<file path="config.mk">
export PLATFORM = sky130hd
export DESIGN_NAME = codes_bin2ascii_stream
export DESIGN_NICKNAME = d
export VERILOG_FILES = /design/src/rtl/codes_bin2ascii_pkg.sv /design/src/rtl/codes_bcd_add3_step.sv /design/src/rtl/codes_bin2ascii_stream.sv
export SDC_FILE = /design/constraint.sdc
export NUM_CORES = 1
export LEC_CHECK = 0
export BUFFER_PORTS_ARGS = -buffer_cell sky130_fd_sc_hd__buf_2
export CORE_MARGIN = 5
export CORE_UTILIZATION = 45
export DETAILED_ROUTE_END_ITERATION = 10
export PLACE_DENSITY = 0.68
export SYNTH_ARGS = -nofsm -noshare
export SYNTH_HDL_FRONTEND = slang
export SYNTH_SLANG_ARGS = --single-unit
</file>
<file path="constraint.sdc">
create_clock -name clk -period 1.9 [get_ports clk]
set_input_delay 0.38 -clock clk [delete_from_list [all_inputs] [get_ports clk]]
set_output_delay 0.38 -clock clk [all_outputs]
set_load 0.01 [all_outputs]
</file>
<file path="src/rtl/codes_bin2ascii_pkg.sv">
// Shared types and constants for the binary-to-ASCII decimal streamer.
// ndigits() sizes the BCD register for a given binary input width.
package codes_bin2ascii_pkg;

  typedef enum logic [1:0] {
    IDLE,
    CONV,
    EMIT
  } state_e;

  localparam logic [7:0] ASCII_ZERO = 8'h30;

  // 2^n is never a power of ten, so 2^n-1 has floor(n*log10(2))+1 digits.
  function automatic int ndigits(input int nbits);
    return (nbits * 30103) / 100000 + 1;
  endfunction

endpackage

</file>
<file path="src/rtl/codes_bcd_add3_step.sv">
// Double-dabble correction: every BCD digit of 5 or more gets +3 so that the
// following left shift carries correctly into the next decimal digit.
module codes_bcd_add3_step #(
  parameter int ND = 3
) (
  input  logic [4*ND-1:0] bcd_i,
  output logic [4*ND-1:0] bcd_o
);

  for (genvar g = 0; g < ND; g++) begin : g_digit
    logic [3:0] digit;
    assign digit = bcd_i[4*g +: 4];
    assign bcd_o[4*g +: 4] = (digit >= 4'd5) ? digit + 4'd3 : digit;
  end

endmodule

</file>
<file path="src/rtl/codes_bin2ascii_stream.sv">
// Sequential binary-to-ASCII decimal converter: one double-dabble step per
// cycle, then streams digits MSD first over a val/rdy output.
module codes_bin2ascii_stream
  import codes_bin2ascii_pkg::*;
#(
  parameter int p_nbits = 8
) (
  input  logic               clk,
  input  logic               reset,
  input  logic               in_val,
  output logic               in_rdy,
  input  logic [p_nbits-1:0] in_,
  input  logic               zpad,
  output logic               out_val,
  input  logic               out_rdy,
  output logic [7:0]         out,
  output logic               out_last
);

  localparam int ND = ndigits(p_nbits);
  localparam int BW = 4 * ND;
  localparam int CW = $clog2(p_nbits + 1);
  localparam int PW = (ND > 1) ? $clog2(ND) : 1;

  state_e               state_q, state_d;
  logic [p_nbits-1:0]   bin_q, bin_d, bin_shift;
  logic [BW-1:0]        bcd_q, bcd_d, bcd_adj, bcd_shift;
  logic                 zpad_q, zpad_d;
  logic [CW-1:0]        cnt_q, cnt_d;
  logic [PW-1:0]        ptr_q, ptr_d, msd;
  logic [ND-1:0][3:0]   digits;

  codes_bcd_add3_step #(.ND(ND)) u_add3 (
    .bcd_i (bcd_q),
    .bcd_o (bcd_adj)
  );

  assign {bcd_shift, bin_shift} = {bcd_adj, bin_q} << 1;

  // Highest non-zero digit of the final BCD value; 0 when the value is zero.
  always_comb begin
    msd = '0;
    for (int i = 0; i < ND; i++) begin
      if (bcd_shift[4*i +: 4] != 4'd0) msd = PW'(i);
    end
  end

  // NOTE: every variable gets a default first so no path leaves it unassigned
  // and no latch is inferred.
  always_comb begin
    state_d = state_q;
    bin_d   = bin_q;
    bcd_d   = bcd_q;
    zpad_d  = zpad_q;
    cnt_d   = cnt_q;
    ptr_d   = ptr_q;
    unique case (state_q)
      IDLE: begin
        if (in_val) begin
          bin_d   = in_;
          bcd_d   = '0;
          zpad_d  = zpad;
          cnt_d   = '0;
          state_d = CONV;
        end
      end
      CONV: begin
        bin_d = bin_shift;
        bcd_d = bcd_shift;
        cnt_d = cnt_q + CW'(1);
        if (cnt_q == CW'(p_nbits - 1)) begin
          state_d = EMIT;
          ptr_d   = zpad_q ? PW'(ND - 1) : msd;
        end
      end
      EMIT: begin
        if (out_rdy) begin
          if (ptr_q == '0) state_d = IDLE;
          else             ptr_d   = ptr_q - PW'(1);
        end
      end
      default: state_d = IDLE;
    endcase
  end

  // NOTE: sequential state uses non-blocking assignments only, so every flop
  // samples the pre-edge values regardless of statement order.
  always_ff @(posedge clk or posedge reset) begin
    if (reset) begin
      state_q <= IDLE;
      bin_q   <= '0;
      bcd_q   <= '0;
      zpad_q  <= 1'b0;
      cnt_q   <= '0;
      ptr_q   <= '0;
    end else begin
      state_q <= state_d;
      bin_q   <= bin_d;
      bcd_q   <= bcd_d;
      zpad_q  <= zpad_d;
      cnt_q   <= cnt_d;
      ptr_q   <= ptr_d;
    end
  end

  assign digits   = bcd_q;
  assign in_rdy   = (state_q == IDLE);
  assign out_val  = (state_q == EMIT);
  assign out      = out_val ? (ASCII_ZERO + {4'd0, digits[ptr_q]}) : 8'h00;
  assign out_last = out_val && (ptr_q == '0);

endmodule

</file>
==> flow_metrics.tcl, run 1 <==
set metrics [dict create \
    synth.largest_area_cell "sky130_fd_sc_hd__dfrtp_1" \
    hold_viol_final 0 \
    grt-busiest-layer "met1" \
    io_buffers 21 \
    htree_num_levels 2 \
    synth.top_cells.by_area "sky130_fd_sc_hd__dfrtp_1, sky130_fd_sc_hd__o21ai_0, sky130_fd_sc_hd__nand2_1, sky130_fd_sc_hd__ha_1, sky130_fd_sc_hd__a21oi_1" \
    clock-skew-final_ns 0.00538 \
    critPathSlowestCell "sky130_fd_sc_hd__dfrtp_1" \
    fin_nets 249 \
    grt_use_met2 0.220 \
    synth-seq-cells 29 \
    synth_async_sr_flop_share 1.00 \
    pin_count_of_the_biggest_net_entering_global_routing 30 \
    placedCellCount 269 \
    wire_per_inst_um 13.6 \
    finalCriticalPeriod_ns 1.80 \
    timing.critical_path.cells "inv_1 > ha_1 > nand2b_2 > a21oi_2 > mux2_4 > and4_4 > o31ai_2" \
    seq_area_frac_synth 0.411 \
    synth_cell_type_count 37 \
    power_density_nw_per_um2 1520 \
    syn_area_um2 1770 \
    clk_sink_count 29 \
    final.fill_count 368 \
    timing.critical_path.buf_inv 1 \
    die_width_um 72.7 \
    globalplace.congestion 0.824 \
    syn-instance-count 204 \
    dpl.hpwl_um 2760 \
    layout_worst_path_cycle_share 0.949 \
    area_growth_syn_to_layout_pct 14.1 \
    tritoncts "yes" \
    crit_path_end_kind "flip-flop" \
    timing.fmax_mhz 554 \
    floorplan.rows 22 \
    met3_usage 0.0413 \
    grt_pass1_wl_um 6350 \
    cts-buffers-inserted 5 \
    total_number_of_vias 1468 \
    initial_antenna_violation_count 0 \
    routed_via_density 5.30 \
    n_antenna_cell 0 \
    coreArea_um2 3740 \
    top_ports 24 \
    yosys.area.top_type_share 0.411 \
    criticalPathCategory "reg -> reg" \
    final_number_of_max_transition_violations 0 \
    max-cap-violations 0 \
    timing.hold.ws_ns 0.163 \
    initial_drt_pass_iterations 4 \
    met1_usage 0.223 \
    drt_first_iter_violations 97 \
    ctsHoldBuffers 0 \
    ys_warn_count 0 \
    cp_slowest_stage_delay_ns 0.39 \
    leakage_nw 0.983 \
    worst_ep_arrival_time_ns 2.00 \
    clock_tree.root_cell "sky130_fd_sc_hd__clkbuf_8" \
    number_of_enable_type_register_cells_in_the_synthesized_netlist 0 \
    path_max_fanout 4 \
    peakVddDrop_mv 0.697 \
    hp-class "in -> async" \
    initial_core_util 0.472 \
    timing.setup.tns_ns 0 \
    dominantRegCellSynth "sky130_fd_sc_hd__dfrtp_1" \
    clock_path_buffers 2 \
    grtUsageTotal 0.153 \
    floorplan.die.height_um 72.7 \
    run_status "complete, no violations" \
    grt-ovfl-total 0 \
    floorplan.die_area_um2 5280 \
    fin_cells 277 \
    cp_data_required_time_ns 2.09 \
    totalWireLength_um 3760 \
    grt_pass1_vias 1397 \
    top_family_by_delay_on_critical_path "compound AO/OA/AOI/OAI gates" \
    setup.worst_path.start_class "flip-flop" \
    clk-insertion-delay-late_ns 0.28 \
    finalSetupViolCount 0 \
    detail_route.drc_violations 0 \
    setup_repair_after_global_routing_missed_its_margin "false" \
    antenna_left 0 \
    synth.avg_cell_area_um2 8.66 \
    drive_above_1_share 0.201 \
    clk_pin_slew_worst_paths_ns 0.07 \
]
[per-layer routing]
metal,vias to the layer above,wire (µm)
li1,749,-
met1,691,1890
met2,23,1680
met3,5,141
met4,0,40
met5,-,0
[worst reg2reg max path: cells and delay by family, from the launching register on]
family	cells	cell delay, ns
buffers and inverters	1	0.09
AND/OR/NAND/NOR	2	0.33
flip-flops	1	0.39
AO/OA/AOI/OAI	2	0.42
multiplexers	1	0.32
adder cells (fa/ha/maj)	1	0.17
[logic make-up (layout without fill, tap and decap cells)]
family	count (synthesis)	count (layout)	share of synthesized area
adders and majority gates	8	8	0.0567
buffers and inverters	25	49	0.0687
DFF	29	29	0.411
xor gates and xnor gates	3	3	0.0149
muxes	6	6	0.0375
other	1	2	0.00212
AOI/OAI and AO/OA	57	57	0.188
and+or+nand+nor	75	75	0.221
[what timing repair did]
item,4_1_cts,5_1_grt
gates resized for setup,0,2
setup buffers,0,0
setup endpoints to repair,0,2
hold endpoints to repair,0,0
[placed cells by master (no fill, tap or decap), drive strengths merged]
cell and n:
dfrtp 29, clkinv 2, clkinvlp 1, mux2 2, nand2 27, a32o 1, or3 1, nor3b 4
nand4 1, a221o 1, buf 31, nor2b 2, a21oi 17, a22o 4, mux2i 4, nor2 12
nand3 7, a31oi 3, o31ai 1, conb 2, nand3b 2, clkbuf 5, inv 10, o21ai 27
o21a 1, and2 1, xnor2 3, and3b 7, o21bai 1, and4 1, nor3 4, a21o 1
nand2b 6, ha 8
[final cells by class]
type                    count  area, µm²  share of cell area
clock buffers               5       68.8              0.0341
multi-input cells         151        926               0.459
well taps                  48       60.1              0.0298
inverters                  10       37.5              0.0186
repair buffers             31        180              0.0894
clock inverters             3       17.5             0.00869
flip-flops and latches     29        726               0.360
[state kept, by name, indices dropped and copies added, names as in the netlist]
| register | flops |
|---|---|
| bin_q | 8 |
| cnt_q | 4 |
| zpad_q | 1 |
| ptr_q | 2 |
| state_q | 2 |
| bcd_q | 12 |
[path summary, 6_finish.rpt]
check                      slack, ns                 start                     end  cells past startpoint
max                              0.1  bcd_q[5]$_DFFE_PP0P_    ptr_q[0]$_DFFE_PP0P_                      7
min                             0.16                 reset    bin_q[6]$_DFFE_PP0P_                      3
max reg2reg                      0.1  bcd_q[5]$_DFFE_PP0P_    ptr_q[0]$_DFFE_PP0P_                      7
min reg2reg                     0.49  bin_q[2]$_DFFE_PP0P_    bin_q[2]$_DFFE_PP0P_                      2
max in group asynchronous       1.46                 reset   bcd_q[10]$_DFFE_PP0P_                      3
min in group clk                0.31               out_rdy  state_q[1]$_DFFE_PP0P_                      2
[power by group]
group	internal [mW]	switching [mW]	total [mW]	leakage, nW
logic	0.681	0.773	1.45	0.569
clock network	0.252	0.241	0.493	0.0439
registers	0.867	0.252	1.12	0.370
total	1.80	1.27	3.07	0.983
[cell usage after synthesis (2+ instances only)]
cell type	instances
sky130_fd_sc_hd__and3b_1	7
sky130_fd_sc_hd__a31oi_1	3
sky130_fd_sc_hd__a21oi_1	16
sky130_fd_sc_hd__buf_2	7
sky130_fd_sc_hd__nand2b_1	5
sky130_fd_sc_hd__clkbuf_1	3
sky130_fd_sc_hd__nor2b_1	2
sky130_fd_sc_hd__nand2_1	27
sky130_fd_sc_hd__xnor2_1	3
sky130_fd_sc_hd__inv_1	10
sky130_fd_sc_hd__a22o_1	4
sky130_fd_sc_hd__nand3_1	7
sky130_fd_sc_hd__nor3b_1	4
sky130_fd_sc_hd__mux2i_1	4
sky130_fd_sc_hd__buf_4	5
sky130_fd_sc_hd__dfrtp_1	29
sky130_fd_sc_hd__nor2_1	12
sky130_fd_sc_hd__ha_1	8
sky130_fd_sc_hd__nor3_1	4
sky130_fd_sc_hd__nand3b_1	2
sky130_fd_sc_hd__o21ai_0	26
[through the flow]
step                      utilization  cell area, µm²  total power [mW]  setup WS [ns]
after floorplan                     -            1770              2.18          0.145
after global routing            0.538            2020              3.36         0.0243
after CTS                       0.538            2010              3.09         0.0570
after global placement          0.515            1930              2.54          0.174
after detailed placement        0.515            1930              2.58          0.113
final                           0.538            2020              3.07         0.0960
(Power assumes the default switching activity.)
==> run 2: changes to the inputs <==
- CELL_PAD_IN_SITES_DETAIL_PLACEMENT: default -> 1
- CELL_PAD_IN_SITES_GLOBAL_PLACEMENT: default -> 2
- CORE_UTILIZATION: 45 -> 34
- PLACE_DENSITY: 0.68 -> default
- PLACE_DENSITY_LB_ADDON: default -> 0.1
==> flow_metrics.tcl, run 2 (synthesis results as in run 1) <==
set metrics [dict create \
    fin_nets 249 \
    peakVddDrop_mv 0.493 \
    area_growth_syn_to_layout_pct 16.3 \
    die_width_um 82.1 \
    ff2ff_setup_slack_ns 0.07 \
    final.fill_count 636 \
    globalplace.congestion 0.788 \
    finalCriticalPeriod_ns 1.83 \
    final_number_of_max_transition_violations 0 \
    grt_pass1_vias 1596 \
    timing.fmax_mhz 547 \
    clk-insertion-delay-late_ns 0.29 \
    floorplan.rows 26 \
    run_status "complete, no violations" \
    hold_viol_final 0 \
    initial_antenna_violation_count 0 \
    max_reg_flops 12 \
    cp_data_required_time_ns 2.09 \
    top_regs "bcd_q x12, bin_q x8, cnt_q x4" \
    cts-buffers-inserted 5 \
    timing.hold.ws_ns 0.168 \
    grt-ovfl-total 0 \
    n_antenna_cell 0 \
    placedCellCount 290 \
    initial_drt_pass_iterations 4 \
    clock-skew-final_ns 0.00941 \
    totalWireLength_um 4520 \
    slew_worst_pin_ns 0.602 \
    htree_num_levels 2 \
    wire_per_inst_um 15.1 \
    drt_first_iter_violations 43 \
    antenna_left 0 \
    clk_sink_count 29 \
    crit_path_end_kind "flip-flop" \
    criticalPathCategory "reg -> reg" \
    dpl.hpwl_um 3350 \
    grt_pass1_wl_um 7560 \
    drive_above_1_share 0.223 \
    floorplan.die.height_um 82.1 \
    timing.setup.tns_ns 0 \
    timing.rr.end "ptr_q[0]$_DFFE_PP0P_" \
    ctsHoldBuffers 0 \
    total_number_of_vias 1525 \
    clk_pin_slew_worst_paths_ns 0.07 \
    pin_count_of_the_biggest_net_entering_global_routing 30 \
    layout.cells.most_common "sky130_fd_sc_hd__nand2_1" \
    ff2ff_path_depth 6 \
    io_buffers 21 \
    tritoncts "yes" \
    detail_route.drc_violations 0 \
    coreArea_um2 5070 \
    max_flop_register "bcd_q" \
    setup_repair_after_global_routing_missed_its_margin "false" \
    leakage_nw 0.980 \
    path_max_fanout 7 \
    initial_core_util 0.348 \
    most-common-layout-cells "sky130_fd_sc_hd__nand2_1, sky130_fd_sc_hd__o21ai_0, sky130_fd_sc_hd__dfrtp_1, sky130_fd_sc_hd__buf_2, sky130_fd_sc_hd__a21oi_1" \
    routed_via_density 5.10 \
    finalSetupViolCount 0 \
    top_ports 24 \
    floorplan.die_area_um2 6740 \
    worstReg2RegStart "bcd_q[4]$_DFFE_PP0P_" \
    power_density_nw_per_um2 1530 \
    layout_worst_path_cycle_share 0.962 \
    clock_tree.root_cell "sky130_fd_sc_hd__clkbuf_8" \
    worst_slew_margin_rel 0.598 \
    hp-class "in -> async" \
    post-route-util 0.405 \
    setup.worst_path.start_class "flip-flop" \
    max-cap-violations 0 \
    fin_cells 299 \
    worst_ep_arrival_time_ns 2.02 \
    clock_path_buffers 2 \
    grtUsageTotal 0.149 \
]
[run 2: cell type report]
cell class	instances	area, µm²	share of cell area
Sequential cell	29	729	0.355
Inverter	10	37.5	0.0183
Multi-Input combinational cell	151	937	0.456
Clock buffer	6	72.6	0.0353
Tap cell	70	87.6	0.0426
Clock inverter	2	10.0	0.00487
Timing Repair Buffer	31	180	0.0877
[run 2: metrics by stage]
stage | setup slack, ns | power [mW] | instance area [µm²]
after floorplan | 0.145 | 2.18 | 1770
after global placement | 0.145 | 2.53 | 1950
after detailed placement | 0.0308 | 2.62 | 1950
after CTS | 0.0154 | 3.15 | 2030
after global routing | 0.00326 | 3.44 | 2050
final | 0.0714 | 3.15 | 2050
[run 2: worst max path at each step]
stage / from / end / slack (ns) / depth (start not counted)
4_1_cts: bcd_q[4]$_DFFE_PP0P_ / ptr_q[0]$_DFFE_PP0P_ / 0.02 / 7
2_1_floorplan: bcd_q[4]$_DFFE_PP0P_ / ptr_q[0]$_DFFE_PP0P_ / 0.14 / 7
3_3_place_gp: bcd_q[4]$_DFFE_PP0P_ / ptr_q[0]$_DFFE_PP0P_ / 0.15 / 6
3_5_place_dp: bcd_q[4]$_DFFE_PP0P_ / ptr_q[0]$_DFFE_PP0P_ / 0.03 / 7
6_report: bcd_q[4]$_DFFE_PP0P_ / ptr_q[0]$_DFFE_PP0P_ / 0.07 / 6
5_1_grt: bcd_q[5]$_DFFE_PP0P_ / ptr_q[0]$_DFFE_PP0P_ / 0.003 / 7
[run 2: power breakdown]
part	leakage (nW)	internal, mW	switching, mW
sequential	0.366	0.871	0.309
combinational	0.569	0.688	0.778
clock	0.0450	0.254	0.254
[run 2: repair_timing]
action                     4_1_cts  5_1_grt
setup endpoints to repair        1        6
resized for setup                1        7
cloned                           0        0
buffers inserted                 0        1
[run 2: worst max-delay path, stage by stage (launching register included)]
cell	delay, ns
sky130_fd_sc_hd__dfrtp_2	0.45
sky130_fd_sc_hd__ha_1	0.20
sky130_fd_sc_hd__nand2b_2	0.20
sky130_fd_sc_hd__a21oi_4	0.18
sky130_fd_sc_hd__mux2_4	0.32
sky130_fd_sc_hd__and4_4	0.15
sky130_fd_sc_hd__o31ai_2	0.22
[run 2: per-layer routing]
layer / global-route usage / part of all wire / vias up
met2: 0.247 / 0.48 / 21
met1: 0.187 / 0.47 / 754
met3: 0.0373 / 0.035 / 6
li1: - / - / 744
met4: 0.0548 / 0.015 / 0
met5: 0 / 0 / -
==> run 3: changes to the inputs <==
--- a/config.mk
+++ b/config.mk
@@ -14,2 +14,4 @@
 export PLACE_DENSITY_LB_ADDON = 0.1
+export SKIP_CTS_REPAIR_TIMING = 1
+export SLEW_MARGIN = 20
 export SYNTH_ARGS = -nofsm -noshare
==> constraint.sdc (replaced) <==
create_clock -name clk -period 1.9 [get_ports clk]
set_input_delay 0.095 -clock clk [delete_from_list [all_inputs] [get_ports clk]]
set_output_delay 0.095 -clock clk [all_outputs]
set_load 0.01 [all_outputs]
==> flow_metrics.tcl, run 3 (synthesis results as in run 1) <==
set metrics [dict create \
    fin_nets 250 \
    most-common-layout-cells "sky130_fd_sc_hd__dfrtp_1, sky130_fd_sc_hd__nand2_1, sky130_fd_sc_hd__o21ai_0, sky130_fd_sc_hd__buf_2, sky130_fd_sc_hd__a21oi_1" \
    dpl.hpwl_um 3470 \
    hold_path_startpoint "zpad" \
    drt_first_iter_violations 27 \
    fin_cells 300 \
    grt-ovfl-total 0 \
    timing.critical_path.cells "ha_1 > nand2b_2 > a21oi_2 > mux2_4 > and4_4 > o31ai_2" \
    switching_share 0.422 \
    detail_route.drc_violations 0 \
    initial_core_util 0.348 \
    die_width_um 82.1 \
    globalplace.congestion 0.834 \
    final.fill_count 635 \
    finalSetupViolCount 0 \
    pin_count_of_the_biggest_net_entering_global_routing 30 \
    max_flop_register "bcd_q" \
    layout.cells.most_common "sky130_fd_sc_hd__dfrtp_1" \
    power_frac_seq 0.370 \
    cts-buffers-inserted 5 \
    ff2ff_setup_slack_ns 0.06 \
    wire_per_inst_um 15.1 \
    setup.worst_path.start_class "flip-flop" \
    clk_sink_count 29 \
    grtUsageTotal 0.149 \
    hold_viol_final 0 \
    setup_repair_after_global_routing_missed_its_margin "false" \
    floorplan.die.height_um 82.1 \
    clock_tree.root_cell "sky130_fd_sc_hd__clkbuf_8" \
    n_antenna_cell 0 \
    fin_total_pwr_mw 3.12 \
    grt_pass1_wl_um 7670 \
    layout_worst_path_cycle_share 0.971 \
    ff2ff_path_depth 6 \
    tritoncts "yes" \
    coreArea_um2 5070 \
    path_max_fanout 7 \
    floorplan.die_area_um2 6740 \
    critPathSlowestCell "sky130_fd_sc_hd__dfrtp_1" \
    power_switching_mw 1.32 \
    timing.fmax_mhz 542 \
    hp-class "in -> reg" \
    power.internal_mw 1.81 \
    total_number_of_vias 1505 \
    top_regs "bcd_q x12, bin_q x8, cnt_q x4" \
    criticalPathCategory "reg -> reg" \
    timing.critical_path.buf_inv 0 \
    grt_pass1_vias 1626 \
    worstReg2RegStart "bcd_q[4]$_DFFE_PP0P_" \
    initial_drt_pass_iterations 4 \
    final_number_of_max_transition_violations 0 \
    totalWireLength_um 4530 \
    clock_path_buffers 2 \
    finalCriticalPeriod_ns 1.84 \
    area_growth_syn_to_layout_pct 16.1 \
    clk-insertion-delay-late_ns 0.28 \
    crit_path_end_kind "flip-flop" \
    crit_path_start "bcd_q[4]$_DFFE_PP0P_" \
    hold_depth 2 \
    floorplan.rows 26 \
    p_comb_frac 0.474 \
    top_family_by_delay_on_critical_path "flip-flops" \
    timing.setup.tns_ns 0 \
    top_ports 24 \
    antenna_left 0 \
    drive_above_1_share 0.200 \
    leakage_nw 0.988 \
    share_clk_of_total_power 0.157 \
    power_density_nw_per_um2 1520 \
    clk_pin_slew_worst_paths_ns 0.07 \
    initial_antenna_violation_count 0 \
    worst_ep_arrival_time_ns 2.03 \
    cp_slowest_stage_delay_ns 0.45 \
    routed_via_density 5.02 \
    cp_data_required_time_ns 2.09 \
    htree_num_levels 2 \
    placedCellCount 291 \
    peakVddDrop_mv 0.506 \
    max-cap-violations 0 \
    io_buffers 21 \
    run_status "complete, no violations" \
    max_reg_flops 12 \
    cp.depth 6 \
    clock-skew-final_ns 0.00787 \
]
[run 3: cell types whose count changed in the layout (fill, tap and decap cells not counted)]
cell,before,now
sky130_fd_sc_hd__dfrtp_1,26,29
sky130_fd_sc_hd__dfrtp_2,3,0
sky130_fd_sc_hd__a21oi_2,1,2
sky130_fd_sc_hd__a21oi_4,1,0
sky130_fd_sc_hd__dlygate4sd3_1,0,1
sky130_fd_sc_hd__inv_1,8,9
sky130_fd_sc_hd__inv_2,2,1
sky130_fd_sc_hd__nand2b_1,4,5
sky130_fd_sc_hd__nand2b_2,2,1
[run 3: worst register-to-register path, delay by kind of cell, from the launching register on]
| family | cells | cell delay [ns] |
|---|---|---|
| mux | 1 | 0.32 |
| simple gates | 2 | 0.33 |
| flops | 1 | 0.45 |
| fa+ha+maj | 1 | 0.23 |
| compound gates | 2 | 0.43 |
[run 3: power groups by stage]
| stage | sequential, mW | clock (mW) | combinational (mW) |
|---|---|---|---|
| after floorplan | 1.03 | 0 | 1.15 |
| after global placement | 1.14 | 0 | 1.42 |
| after detailed placement | 1.16 | 0 | 1.49 |
| after CTS | 1.15 | 0.520 | 1.50 |
| after global routing | 1.19 | 0.547 | 1.69 |
| final | 1.15 | 0.490 | 1.48 |
[run 3: cell type report]
class                   count  area, µm²  area share
clock buffers               6       72.6      0.0354
clock inverters             2       10.0     0.00488
inverters                  10       37.5      0.0183
multi-input cells         151        927       0.452
flip-flops and latches     29        726       0.354
well taps                  70       87.6      0.0427
repair buffers             32        190      0.0927
[run 3: final timing paths]
path / endpoint
setup / recovery: ptr_q[0]$_DFFE_PP0P_
hold / removal: zpad_q$_DFFE_PP0P_
setup reg to reg: ptr_q[0]$_DFFE_PP0P_
hold reg to reg: bin_q[2]$_DFFE_PP0P_
max in group asynchronous: bin_q[7]$_DFFE_PP0P_
min in group asynchronous: bcd_q[7]$_DFFE_PP0P_
[run 3: layer usage]
| layer | global-route usage | share of wire | up-vias |
|---|---|---|---|
| li1 | - | - | 745 |
| met2 | 0.264 | 0.51 | 22 |
| met1 | 0.177 | 0.45 | 733 |
| met4 | 0.0399 | 0.0095 | 0 |
| met5 | 0 | 0 | - |
| met3 | 0.0384 | 0.037 | 5 |
[run 3: stage by stage]
step,hold slack (ns),instance area (µm²),utilization,setup slack [ns]
2_1_floorplan,0.173,1770,-,0.145
3_3_place_gp,0.193,1950,0.385,0.144
3_5_place_dp,0.206,1950,0.385,0.0616
4_1_cts,-0.103,2040,0.401,0.0433
5_1_grt,0.0373,2050,0.404,0.00316
6_report,0.0433,2050,0.404,0.0554
